$ cat config.mk
export PLATFORM = sky130hd
export DESIGN_NAME = modn_seq_ctrl
export DESIGN_NICKNAME = d
export VERILOG_FILES = /design/src/rtl/modn_seq_pkg.sv /design/src/rtl/modn_ctr_ld.sv /design/src/rtl/modn_seq_ctrl.sv
export SDC_FILE = /design/constraint.sdc
export NUM_CORES = 1
export LEC_CHECK = 0
export ABC_CLOCK_PERIOD_IN_PS = 3200
export BUFFER_PORTS_ARGS = -buffer_cell sky130_fd_sc_hd__buf_2
export CAP_MARGIN = 20
export CELL_PAD_IN_SITES_DETAIL_PLACEMENT = 2
export CELL_PAD_IN_SITES_GLOBAL_PLACEMENT = 2
export CORE_ASPECT_RATIO = 0.9
export CORE_UTILIZATION = 30
export CTS_BUF_LIST = sky130_fd_sc_hd__clkbuf_2 sky130_fd_sc_hd__clkbuf_4 sky130_fd_sc_hd__clkbuf_8
export CTS_CLUSTER_DIAMETER = 50
export DETAILED_ROUTE_END_ITERATION = 8
export GPL_TIMING_DRIVEN = 0
export PLACE_DENSITY_LB_ADDON = 0.25
export SKIP_LAST_GASP = 1
export SYNTH_ARGS = -nofsm -noshare
export SYNTH_HDL_FRONTEND = slang
export SYNTH_HIERARCHICAL = 1
export SYNTH_SLANG_ARGS = --single-unit
$ cat constraint.sdc
create_clock -name clk -period 3.2 [get_ports clk]
set_input_delay 0.16 -clock clk [delete_from_list [all_inputs] [get_ports clk]]
set_output_delay 0.16 -clock clk [all_outputs]
set_load 0.02 [all_outputs]
$ cat src/rtl/modn_seq_pkg.sv
// Shared definitions for the mod-N sequencer: state encoding and default widths.
package modn_seq_pkg;
  localparam int WIDTH_D  = 4;
  localparam int REPS_W_D = 8;

  localparam logic [1:0] S_IDLE = 2'd0;
  localparam logic [1:0] S_RUN  = 2'd1;
  localparam logic [1:0] S_DONE = 2'd2;
endpackage

$ cat src/rtl/modn_ctr_ld.sv
// Mod-N counter with a runtime modulus. clr has priority over en.
// wrap is combinational and marks the enabled cycle where count == mod-1.
module modn_ctr_ld #(
  parameter int WIDTH = 4
) (
  input  logic             clk,
  input  logic             rst,
  input  logic             en,
  input  logic             clr,
  input  logic [WIDTH-1:0] mod,
  output logic [WIDTH-1:0] count,
  output logic             wrap
);
  logic [WIDTH-1:0] last;

  // Compare against mod-1 in WIDTH bits so the counter never passes the top value.
  assign last = mod - WIDTH'(1);
  assign wrap = en && (count == last);

  // Count state: clear, wrap to zero, or increment.
  always_ff @(posedge clk) begin
    if (rst || clr)  count <= '0;
    else if (en)     count <= wrap ? '0 : count + WIDTH'(1);
  end
endmodule

$ cat src/rtl/modn_seq_ctrl.sv
// Sequencer: accepts a (modulus, repetitions) configuration, runs a mod-N counter
// for that many periods, flags each wrap and pulses done after the final one.
module modn_seq_ctrl
  import modn_seq_pkg::*;
#(
  parameter int WIDTH  = WIDTH_D,
  parameter int REPS_W = REPS_W_D
) (
  input  logic              clk,
  input  logic              rst,
  input  logic              cfg_valid,
  output logic              cfg_ready,
  input  logic [WIDTH-1:0]  cfg_mod,
  input  logic [REPS_W-1:0] cfg_reps,
  input  logic              abort,
  output logic [WIDTH-1:0]  count,
  output logic [REPS_W-1:0] rep_cnt,
  output logic              tick,
  output logic              busy,
  output logic              done,
  output logic              err
);
  logic [1:0]        state;
  logic [WIDTH-1:0]  mod_q;
  logic [REPS_W-1:0] reps_q;
  logic              accept, cfg_bad, in_run, wrap, final_wrap, ctr_clr;

  assign in_run     = (state == S_RUN);
  assign cfg_ready  = (state == S_IDLE);
  assign busy       = in_run;
  assign accept     = cfg_valid && cfg_ready;
  assign cfg_bad    = (cfg_mod == '0) || (cfg_reps == '0);
  assign final_wrap = wrap && (rep_cnt == reps_q - REPS_W'(1));
  assign tick       = wrap;

  // Counter restarts on a good accept, on abort and when the run ends.
  assign ctr_clr = (accept && !cfg_bad) || (in_run && (abort || final_wrap));

  modn_ctr_ld #(.WIDTH(WIDTH)) u_ctr (
    .clk   (clk),
    .rst   (rst),
    .en    (in_run),
    .clr   (ctr_clr),
    .mod   (mod_q),
    .count (count),
    .wrap  (wrap)
  );

  // Control FSM, configuration latches, period counter and status pulses.
  always_ff @(posedge clk) begin
    if (rst) begin
      state   <= S_IDLE;
      mod_q   <= '0;
      reps_q  <= '0;
      rep_cnt <= '0;
      done    <= 1'b0;
      err     <= 1'b0;
    end else begin
      done <= 1'b0;
      err  <= 1'b0;
      case (state)
        S_IDLE: begin
          if (accept) begin
            if (cfg_bad) begin
              err <= 1'b1;
            end else begin
              mod_q   <= cfg_mod;
              reps_q  <= cfg_reps;
              rep_cnt <= '0;
              state   <= S_RUN;
            end
          end
        end
        S_RUN: begin
          // Abort wins even over the final wrap.
          if (abort) begin
            rep_cnt <= '0;
            state   <= S_IDLE;
          end else if (wrap) begin
            rep_cnt <= rep_cnt + REPS_W'(1);
            if (final_wrap) begin
              state <= S_DONE;
              done  <= 1'b1;
            end
          end
        end
        S_DONE:  state <= S_IDLE;
        default: state <= S_IDLE;
      endcase
    end
  end
endmodule

# [Yosys cells after proc, flatten, opt, wreduce, memory -nomap -nowiden]
# Cells that the tools add are included.
[totals] output_inout_bits=17 rom_bits=0 ff_bits=28 inputBits=16 latch_bits=0 mem_count=0 mem_bits_rw=0
[op_classes] shifts=0 multipliers=0 addsub=4 reduce_logical=19 div_mod_pow=0 order_cmp=0 muxes=14 bitwise_logic=5 eq_ne=7
[op_table] op="$mux W8" n=4
[op_table] op="$pmux W8 S2" n=1
[op_table] op="$mux W2" n=5
[op_table] op="$add A8 B1 Y8 const B" n=1
[op_table] op="$eq A8 B8 Y1" n=1
[op_table] op="$logic_not A8 Y1" n=1
[op_table] op="$reduce_and A4 Y1" n=2
[op_table] op="$sub A8 B1 Y8 const B" n=1
[op_table] op="$ne A3 B2 Y1 const B" n=2
[op_table] op="$logic_and A1 B1 Y1" n=5
[op_table] op="$not A1 Y1" n=5
[op_table] op="$add A4 B1 Y4 const B" n=1
[op_table] op="$eq A4 B4 Y1" n=1
[op_table] op="$logic_not A4 Y1" n=1
[op_table] op="$logic_or A1 B1 Y1" n=4
[op_table] op="$mux W4" n=1
[op_table] op="$pmux W2 S2" n=1
[op_table] op="$reduce_or A4 Y1" n=1
[op_table] op="$sub A4 B1 Y4 const B" n=1
[op_table] op="$reduce_and A3 Y1" n=1
[op_table] op="$reduce_or A3 Y1" n=1
[op_table] op="$eq A2 B1 Y1 const B" n=1
[op_table] op="$logic_not A2 Y1" n=1
[op_table] op="$mux W1" n=2
[op_table] op="4 further kinds" n=4

# [Longest topological paths before layout]
# Gate-level depths: netlist of run 1.
[logic_depth] word_depth=8 mapped_depth=11

# [Hierarchy]
# The synthesis of run 1 kept the hierarchy.
[modules_own_cells] mod="modn_seq_ctrl" area_each_um2=1202.4 n_inst=1 cells_each=139
[modules_own_cells] mod="modn_ctr_ld" area_each_um2=276.5 n_inst=1 cells_each=30

# [Worst setup path before layout of run 1]
# No wires, ideal clock.
[synth_timing] kind="register to register" from="reg mod_q[0]" to="reg u_ctr.count[0]" stages_incl_launch_ff=12 setup_time_ns=0.074 synth_period_minus_slack_ns=2.453 arrival_time_ns=2.379 setup_slack_ns=0.747 t_required_ns=3.126 path_cell_list="dfxtp_1 -> inv_1 -> ha_1 -> xor2_1 -> and3_1 -> and3_2 -> o211a_1 -> nand4_1 -> o41ai_1 -> or2_1 -> or3b_1 -> a31oi_1"
[synth_via] elab_chain_cells=8 elab_cells_between_ends=9 classes_between="add/sub (1); eq/ne (1); mux (1); reduce/logical (6)"
[synth_lines] item="start, declared" line="modn_seq_ctrl.sv:24" rtl="logic [WIDTH-1:0] mod_q;"
[synth_lines] item="start signal, assigned" line="modn_seq_ctrl.sv:67" rtl="mod_q <= cfg_mod;"
[synth_lines] item="$sub A4 B1 Y4" line="modn_ctr_ld.sv:17" rtl="assign last = mod - WIDTH'(1);"
[synth_lines] item="$eq A4 B4 Y1" line="modn_ctr_ld.sv:18" rtl="assign wrap = en && (count == last);"
[synth_lines] item="$logic_and A1 B1 Y1" line="modn_ctr_ld.sv:18"
[synth_lines] item="net tick" line="modn_seq_ctrl.sv:18" rtl="output logic tick,"
[synth_lines] item="$logic_and A1 B1 Y1" line="modn_seq_ctrl.sv:33" rtl="assign final_wrap = wrap && (rep_cnt == reps_q - REPS_W'(1));"
[synth_lines] item="$logic_or A1 B1 Y1" line="modn_seq_ctrl.sv:37" rtl="assign ctr_clr = (accept && !cfg_bad) || (in_run && (abort || final_wrap));"
[synth_lines] item="$logic_and A1 B1 Y1" line="modn_seq_ctrl.sv:37"
[synth_lines] item="$logic_or A1 B1 Y1" line="modn_seq_ctrl.sv:37"
[synth_lines] item="net ctr_clr" line="modn_seq_ctrl.sv:26" rtl="logic accept, cfg_bad, in_run, wrap, final_wrap, ctr_clr;"
[synth_lines] item="$logic_or A1 B1 Y1" line="modn_ctr_ld.sv:22" rtl="if (rst || clr) count <= '0;"
[synth_lines] item="end signal, assigned" line="modn_ctr_ld.sv:23" rtl="else if (en) count <= wrap ? '0 : count + WIDTH'(1);"
[synth_lines] item="end, declared" line="modn_ctr_ld.sv:11" rtl="output logic [WIDTH-1:0] count,"
# The timed path passes the listed nets, and every way through them passes these cells.
# A chain may end at the register's enable or synchronous reset.

# [Worst setup path in the final report of run 1]
[layout_timing] from="reg mod_q[0]" to="reg u_ctr.count[0]"
[layout_via] elab_chain_cells=8 elab_cells_between_ends=9 classes_between="add/sub (1); eq/ne (1); mux (1); reduce/logical (6)"
[layout_lines] item="$sub A4 B1 Y4" line="modn_ctr_ld.sv:17"
[layout_lines] item="$eq A4 B4 Y1" line="modn_ctr_ld.sv:18"
[layout_lines] item="$logic_and A1 B1 Y1" line="modn_ctr_ld.sv:18"
[layout_lines] item="$logic_and A1 B1 Y1" line="modn_seq_ctrl.sv:33"
[layout_lines] item="$logic_or A1 B1 Y1" line="modn_seq_ctrl.sv:37"
[layout_lines] item="$logic_and A1 B1 Y1" line="modn_seq_ctrl.sv:37"
[layout_lines] item="$logic_or A1 B1 Y1" line="modn_seq_ctrl.sv:37"
[layout_lines] item="net ctr_clr" line="modn_seq_ctrl.sv:26"
[layout_lines] item="$logic_or A1 B1 Y1" line="modn_ctr_ld.sv:22"
# The timed path passes the listed nets, and every way through them passes these cells.

==> results of run 1 <==
cells by family after synthesis:
family | count (synthesis)
compound gates | 26
xor+xnor | 25
fa+ha+maj | 4
buf+inv | 12
flops | 28
mux | 11
simple gates | 63
cells in the final DEF (no fill, tap or decap), drive strengths merged, types with 2 or more instances in the layout:
cell type / netlist / routed
nand2: 5 / 5
dfxtp: 28 / 28
a21oi: 9 / 9
nor4: 6 / 6
nor2: 31 / 31
clkbuf: 3 / 6
mux2i: 11 / 11
a31oi: 2 / 2
and3: 2 / 2
inv: 7 / 7
xor2: 11 / 11
o21ai: 4 / 4
nand3: 2 / 2
xnor2: 14 / 14
buf: 2 / 34
nand4: 4 / 4
ha: 4 / 4
or3b: 2 / 2
nand2b: 2 / 2
a311oi: 3 / 3
nor3: 5 / 5
o2111ai: 2 / 2
Yosys cell counts, drive strengths merged (3+ instances only):
| library cell | number | area, um2 |
|---|---|---|
| clkbuf | 3 | 11.3 |
| mux2i | 11 | 110 |
| inv | 7 | 26.3 |
| o21ai | 4 | 20.0 |
| nand4 | 4 | 25.0 |
| a21oi | 9 | 45.0 |
| xor2 | 11 | 96.3 |
| nor3 | 5 | 25.0 |
| a311oi | 3 | 26.3 |
| ha | 4 | 50.1 |
| nand2 | 5 | 18.8 |
| nor2 | 31 | 116 |
| xnor2 | 14 | 123 |
| nor4 | 6 | 37.5 |
| dfxtp | 28 | 561 |
report_power, final:
part,internal (mW),switching (mW)
clock,0.168,0.119
sequential,0.361,0.0139
combinational,0.0582,0.0868
total,0.587,0.220
state kept, by name, indices dropped and copies added, names as in the netlist:
name,count
done,1
mod_q,4
rep_cnt,8
reps_q,8
err,1
state,2
u_ctr/count,4
cell type report:
| class | count | area, um2 |
|---|---|---|
| multi-input combinational | 129 | 862 |
| clock inverter | 1 | 30.0 |
| fill | 550 | 2820 |
| clock buffer | 3 | 41.3 |
| buffer | 5 | 30.0 |
| inverter | 7 | 26.3 |
| sequential | 28 | 561 |
| timing repair buffer | 32 | 160 |
| tap | 62 | 77.6 |
critical path, stage by stage (launching register included):
cell	delay, ps
dfxtp_1	410
inv_1	60
ha_1	300
xor2_1	140
and3_1	220
and3_2	250
o211a_1	140
nand4_1	200
o41ai_1	110
or2_1	280
or3b_1	390
a31oi_1	140
metal layers:
| layer | routed length, um | share of wire, % | up-vias |
|---|---|---|---|
| li1 | - | - | 668 |
| met3 | 120 | 2.7 | 2 |
| met5 | 0 | 0 | - |
| met4 | 24 | 0.54 | 0 |
| met2 | 2260 | 51 | 24 |
| met1 | 2010 | 46 | 644 |
how the worst max path moves through the flow:
stage	startpoint	endpoint	slack [ps]	cells after the start
3_5_place_dp	mod_q[0]$_SDFFE_PP0P_	u_ctr/count[0]$_SDFFE_PP0P_	530	11
2_1_floorplan	mod_q[0]$_SDFFE_PP0P_	u_ctr/count[0]$_SDFFE_PP0P_	750	11
4_1_cts	mod_q[0]$_SDFFE_PP0P_	u_ctr/count[0]$_SDFFE_PP0P_	460	11
3_3_place_gp	mod_q[0]$_SDFFE_PP0P_	u_ctr/count[0]$_SDFFE_PP0P_	620	11
5_1_grt	mod_q[0]$_SDFFE_PP0P_	rep_cnt[0]$_SDFFE_PP0P_	260	10
6_report	mod_q[0]$_SDFFE_PP0P_	u_ctr/count[0]$_SDFFE_PP0P_	470	11
per-stage QoR:
| stage | worst slack [ps] | power (mW) | hold slack [ps] |
|---|---|---|---|
| after floorplan | 747 | 0.480 | 299 |
| after global placement | 625 | 0.516 | 411 |
| after detailed placement | 532 | 0.528 | 430 |
| after CTS | 465 | 0.818 | 129 |
| after global routing | 265 | 0.849 | 132 |
| final | 471 | 0.806 | 130 |
==> qor.txt, run 1 <==
Status -> complete, no violations
Dpl cells -> 263
Final wirelength -> 4420 um
Die area -> 5220 um2
# hold bufs at CTS -> 0
Top FF cell, synth -> dfxtp_1
Yosys reg bits -> 28
Routed wire per std cell -> 16.5 um
Final Max Tran Viols -> 0
Largest net degree at the start of global routing -> 17
Area Growth Syn to Fin -> 20.9%
XOR/XNOR Fraction of Synth Area -> 14.8%
Row count -> 23
Met2 Usage GRT -> 36.5%
Finished Layout Cells -> 267
Cells after Synth -> 169
Residual DRC count -> 0
CP Capture Type -> flip-flop
Post-synthesis compound-gate area fraction -> 12.1%
Lkg Pwr -> 0.738 nW
GR peak layer -> met2
Fin. Hold Viols -> 0
Pwr per Cell Area -> 451 nW/um2
Worst skew pair latency -> 280 ps
Setup_tns -> 0 ps
Clk sink count -> 28
Hold Crit Class -> primary input to flip-flop
Initial antenna violation count -> 0
Vias in the first global route -> 1470
Fmax -> 367 MHz
R2R Setup Slk -> 470 ps
Initial Utilization -> 32.1%
CTS buffer count -> 3
Main combinational cell family by area after synthesis -> simple AND/OR/NAND/NOR gates
Critical Path Fanout Max -> 5
Portion of netlist area occupied by mux cells -> 7.45%
Nets -> 226
Die height -> 68.6 um
Post-cts resize count -> 0
Routing usage on met1 -> 21.3%
CTS Root Cell -> clkbuf_8
Reg2reg end -> u_ctr/count[0]$_SDFFE_PP0P_
Via-to-Cell Ratio -> 5.01
RSZ-0062 raised after global routing -> no
Maximum vdd drop -> 0.275 mV
Worst path arrival time -> 2940 ps
CP startpoint kind -> flip-flop
First-pass GRT wire length -> 7380 um
Post-DP Area -> 1720 um2
Clock slew at reported path FFs -> 110 ps
# port buffers -> 32
Slew HR -> 63.3%
Mean Syn Cell Area -> 8.75 um2
Worst R2R Path Depth -> 11
CTS tree -> built
Core Footprint -> 4600 um2
Hpwl dp -> 3570 um
Max-Cap Viols -> 0
Seq/Total Area, Yosys -> 37.9%
Tmin final -> 2730 ps
Level count of the clock H-tree -> 1
GPL Wtd Cong -> 0.744
Part of the cycle the worst path needs -> 85.3%
Post-synth net total -> 189
Fraction of layout cells with a size suffix above 1 -> 19.5%
R2r startpoint -> mod_q[0]$_SDFFE_PP0P_
Cell area after layout -> 1790 um2
Number of distinct library cells after synthesis -> 34
GR Layer Usage met3 -> 3.42%
Critical Path RT -> 3410 ps
Hold Path Cell Cnt -> 3
# diodes -> 0
Yosys warns -> 6
Synth Area in Simple Gates -> 20.6%
Finish-stage setup viols -> 0
Antenna Nets Post-Route -> 0
Worst Tran Pin Value -> 545 ps
Overall global routing resource usage -> 18.4%
Mapped Area -> 1480 um2
DR vias -> 1338
Hold worst-path end -> mod_q[0]$_SDFFE_PP0P_
Die X -> 76.0 um
Post-CTS Repair Setup Buffers -> 0
Router iterations before antenna repair -> 4
Skew final -> 9.79 ps
1st-iter DRT viols -> 35
Post-layout util -> 38.8%
Ys async rst share -> 0%
EDFF count, synth -> 0
GR Overflow Total -> 0
Critical path class -> flip-flop to flip-flop
Post-Synth Adder-Cell Area -> 3.38%
Max Root-Sink Buffers -> 2
Worst min-delay path startpoint -> cfg_mod[0]
Ports -> 33
No activity file was read; power rests on OpenSTA's default activity.
==> run 2, diff against run 1 <==
ABC_AREA = 1   (was unset)
CORE_ASPECT_RATIO = 2   (was 0.9)
==> qor.txt, run 2 <==
Largest net degree at the start of global routing -> 17
Combinational power share -> 21.2%
Routed wire per std cell -> 16.0 um
R2r startpoint -> state[0]$_SDFFE_PP0P_
Worst Tran Pin Value -> 552 ps
Worst skew pair latency -> 300 ps
Skew final -> 8.72 ps
Core Footprint -> 5520 um2
Seq pwr share -> 44.5%
Clock group share of total power -> 34.3%
# hold bufs at CTS -> 0
Via-to-Cell Ratio -> 5.10
Initial Utilization -> 31.5%
Net Sw Frac -> 30.7%
Post-synth top area share -> 32.3%
Commonest non-fill, non-tap cell in the layout -> nand2_1
Synth top cells by count -> nand2_1 (61), inv_1 (34), nor2_1 (31)
Seq/Total Area, Yosys -> 32.3%
GPL Wtd Cong -> 0.755
Fmax -> 376 MHz
Yosys warns -> 6
1st-iter DRT viols -> 22
Die area -> 6120 um2
Router iterations before antenna repair -> 3
EDFF count, synth -> 0
Pwr per Cell Area -> 422 nW/um2
Worst R2R Path Depth -> 19
Area Growth Syn to Fin -> 17.6%
Setup_tns -> 0 ps
DR vias -> 1852
Ports -> 33
Row count -> 38
P_sw -> 0.265 mW
Max Root-Sink Buffers -> 2
Antenna Nets Post-Route -> 0
Final wirelength -> 5810 um
Yosys reg bits -> 28
GR Overflow Total -> 0
Tmin final -> 2660 ps
# port buffers -> 32
Biggest regs -> rep_cnt (8), reps_q (8)
Worst path arrival time -> 2860 ps
Initial antenna violation count -> 0
Number of distinct library cells after synthesis -> 30
Fraction of layout cells with a size suffix above 1 -> 19.1%
Overall global routing resource usage -> 20.2%
Finish-stage setup viols -> 0
Die height -> 110 um
Power Internal -> 0.597 mW
Post-synth net total -> 287
Mean Syn Cell Area -> 6.51 um2
Die X -> 55.8 um
Clock slew at reported path FFs -> 110 ps
Yosys top cell by area -> dfxtp_1
Post-DP Area -> 1970 um2
Top FF cell, synth -> dfxtp_1
Part of the cycle the worst path needs -> 83.0%
Cells after Synth -> 267
First-pass GRT wire length -> 9400 um
CP Capture Type -> flip-flop
Post-CTS Repair Setup Buffers -> 0
Critical Path Fanout Max -> 8
# diodes -> 0
Ys async rst share -> 0%
Most frequent cells in the layout -> nand2_1 (61), buf_2 (35), inv_1 (34), nor2_1 (31), dfxtp_1 (28)
Setup crit end -> u_ctr/count[3]$_SDFFE_PP0P_
Lkg Pwr -> 0.967 nW
Reg2reg end -> u_ctr/count[3]$_SDFFE_PP0P_
Mapped Area -> 1740 um2
Vias in the first global route -> 1938
Slew HR -> 63.2%
RSZ-0062 raised after global routing -> no
Nets -> 324
Fin. Hold Viols -> 0
Residual DRC count -> 0
Final worst setup slack -> 542 ps
Status -> complete, no violations
CTS buffer count -> 3
Hold Crit Class -> primary input to flip-flop
Critical path class -> flip-flop to flip-flop
Post-layout util -> 37.1%
CP Launch Point -> state[0]$_SDFFE_PP0P_
Max-Cap Viols -> 0
Hpwl dp -> 4720 um
Fillers -> 717
Dominant cell by count in the synthesized netlist -> nand2_1
Post-cts resize count -> 0
Synth top area cells -> dfxtp_1 (32%), nand2_1 (13%), inv_1 (7.3%)
R2R Setup Slk -> 540 ps
Level count of the clock H-tree -> 1
Clk sink count -> 28
CP startpoint kind -> flip-flop
Hold_ws -> 66.1 ps
Placement Setup Slack -> 483 ps
CTS Root Cell -> clkbuf_8
CTS tree -> built
Final Max Tran Viols -> 0
Maximum vdd drop -> 0.218 mV
Hold Path Cell Cnt -> 2
Critical Path RT -> 3410 ps
Cell area after layout -> 2040 um2
## run 2: changes by cell type after synthesis, moves of 5 or more
cell | before | now
a21oi_1 | 9 | 22
inv_1 | 7 | 34
inv_2 | 0 | 6
mux2i_1 | 11 | 0
nand2_1 | 5 | 61
nand3_1 | 2 | 22
nor4_1 | 6 | 1
o21ai_1 | 0 | 7
xnor2_1 | 14 | 6
xor2_1 | 11 | 5
## run 2: per-stage QoR
stage / cells / power, mW
6_report: 363 / 0.862
5_1_grt: 363 / 0.914
4_1_cts: 363 / 0.880
3_5_place_dp: 359 / 0.577
3_3_place_gp: 359 / 0.568
2_1_floorplan: 267 / 0.512
## run 2: power groups by stage
stage	Sequential, mW	Clock (mW)	Combinational [mW]
floorplan	0.388	0	0.124
global placement	0.390	0	0.178
detailed placement	0.391	0	0.185
CTS	0.385	0.307	0.188
global route	0.387	0.320	0.208
finish	0.384	0.295	0.183
## run 2: cell families (layout without fill, tap and decap cells)
| family | Yosys count | count (layout) | synth area share, % |
|---|---|---|---|
| AOI/OAI and AO/OA | 40 | 40 | 12.7 |
| buffers and inverters | 47 | 83 | 10.6 |
| adders and majority gates | 4 | 4 | 2.88 |
| xor gates and xnor gates | 12 | 12 | 6.84 |
| and+or+nand+nor | 136 | 136 | 34.7 |
| DFF | 28 | 28 | 32.3 |
## run 2: cell type report
| type | count | area, um2 | share of cell area [%] |
|---|---|---|---|
| multi-input combinational | 192 | 993 | 48.6 |
| sequential | 28 | 561 | 27.4 |
| timing repair buffer | 32 | 160 | 7.83 |
| inverter | 40 | 150 | 7.34 |
| tap | 60 | 75.1 | 3.67 |
| clock buffer | 3 | 41.3 | 2.02 |
| buffer | 7 | 33.8 | 1.65 |
| clock inverter | 1 | 30.0 | 1.47 |
## run 2: per-layer routing
| metal | track usage (%) | vias to the layer above | part of all wire, % |
|---|---|---|---|
| li1 | - | 916 | - |
| met5 | 0 | - | 0 |
| met2 | 43.7 | 25 | 61 |
| met4 | 8.71 | 0 | 2.2 |
| met3 | 1.41 | 7 | 1.6 |
| met1 | 18.4 | 904 | 35 |
## run 2: worst min-delay path by stage
| stage | slack [ps] | endpoint | start |
|---|---|---|---|
| after CTS | 60 | state[1]$_SDFFE_PP0P_ | rst |
| after global placement | 390 | state[1]$_SDFFE_PP0P_ | rst |
| after global routing | 80 | state[1]$_SDFFE_PP0P_ | rst |
| after floorplan | 240 | state[1]$_SDFFE_PP0P_ | rst |
| after detailed placement | 390 | state[1]$_SDFFE_PP0P_ | rst |
| final | 70 | state[1]$_SDFFE_PP0P_ | rst |
## run 2: worst max-delay path, stage by stage (launching register included)
cell	delay, ps
dfxtp_1	400
nand2_2	180
inv_1	150
buf_4	170
nand2_1	60
nor2_1	80
nand2_1	80
nor2_2	110
nand2_2	80
inv_1	160
nand3_1	90
nor2_1	160
nand3_1	90
nor2_1	90
nand3_1	160
nand2_1	110
nand2_1	50
nand2_1	60
nor2_1	90
and3_1	170
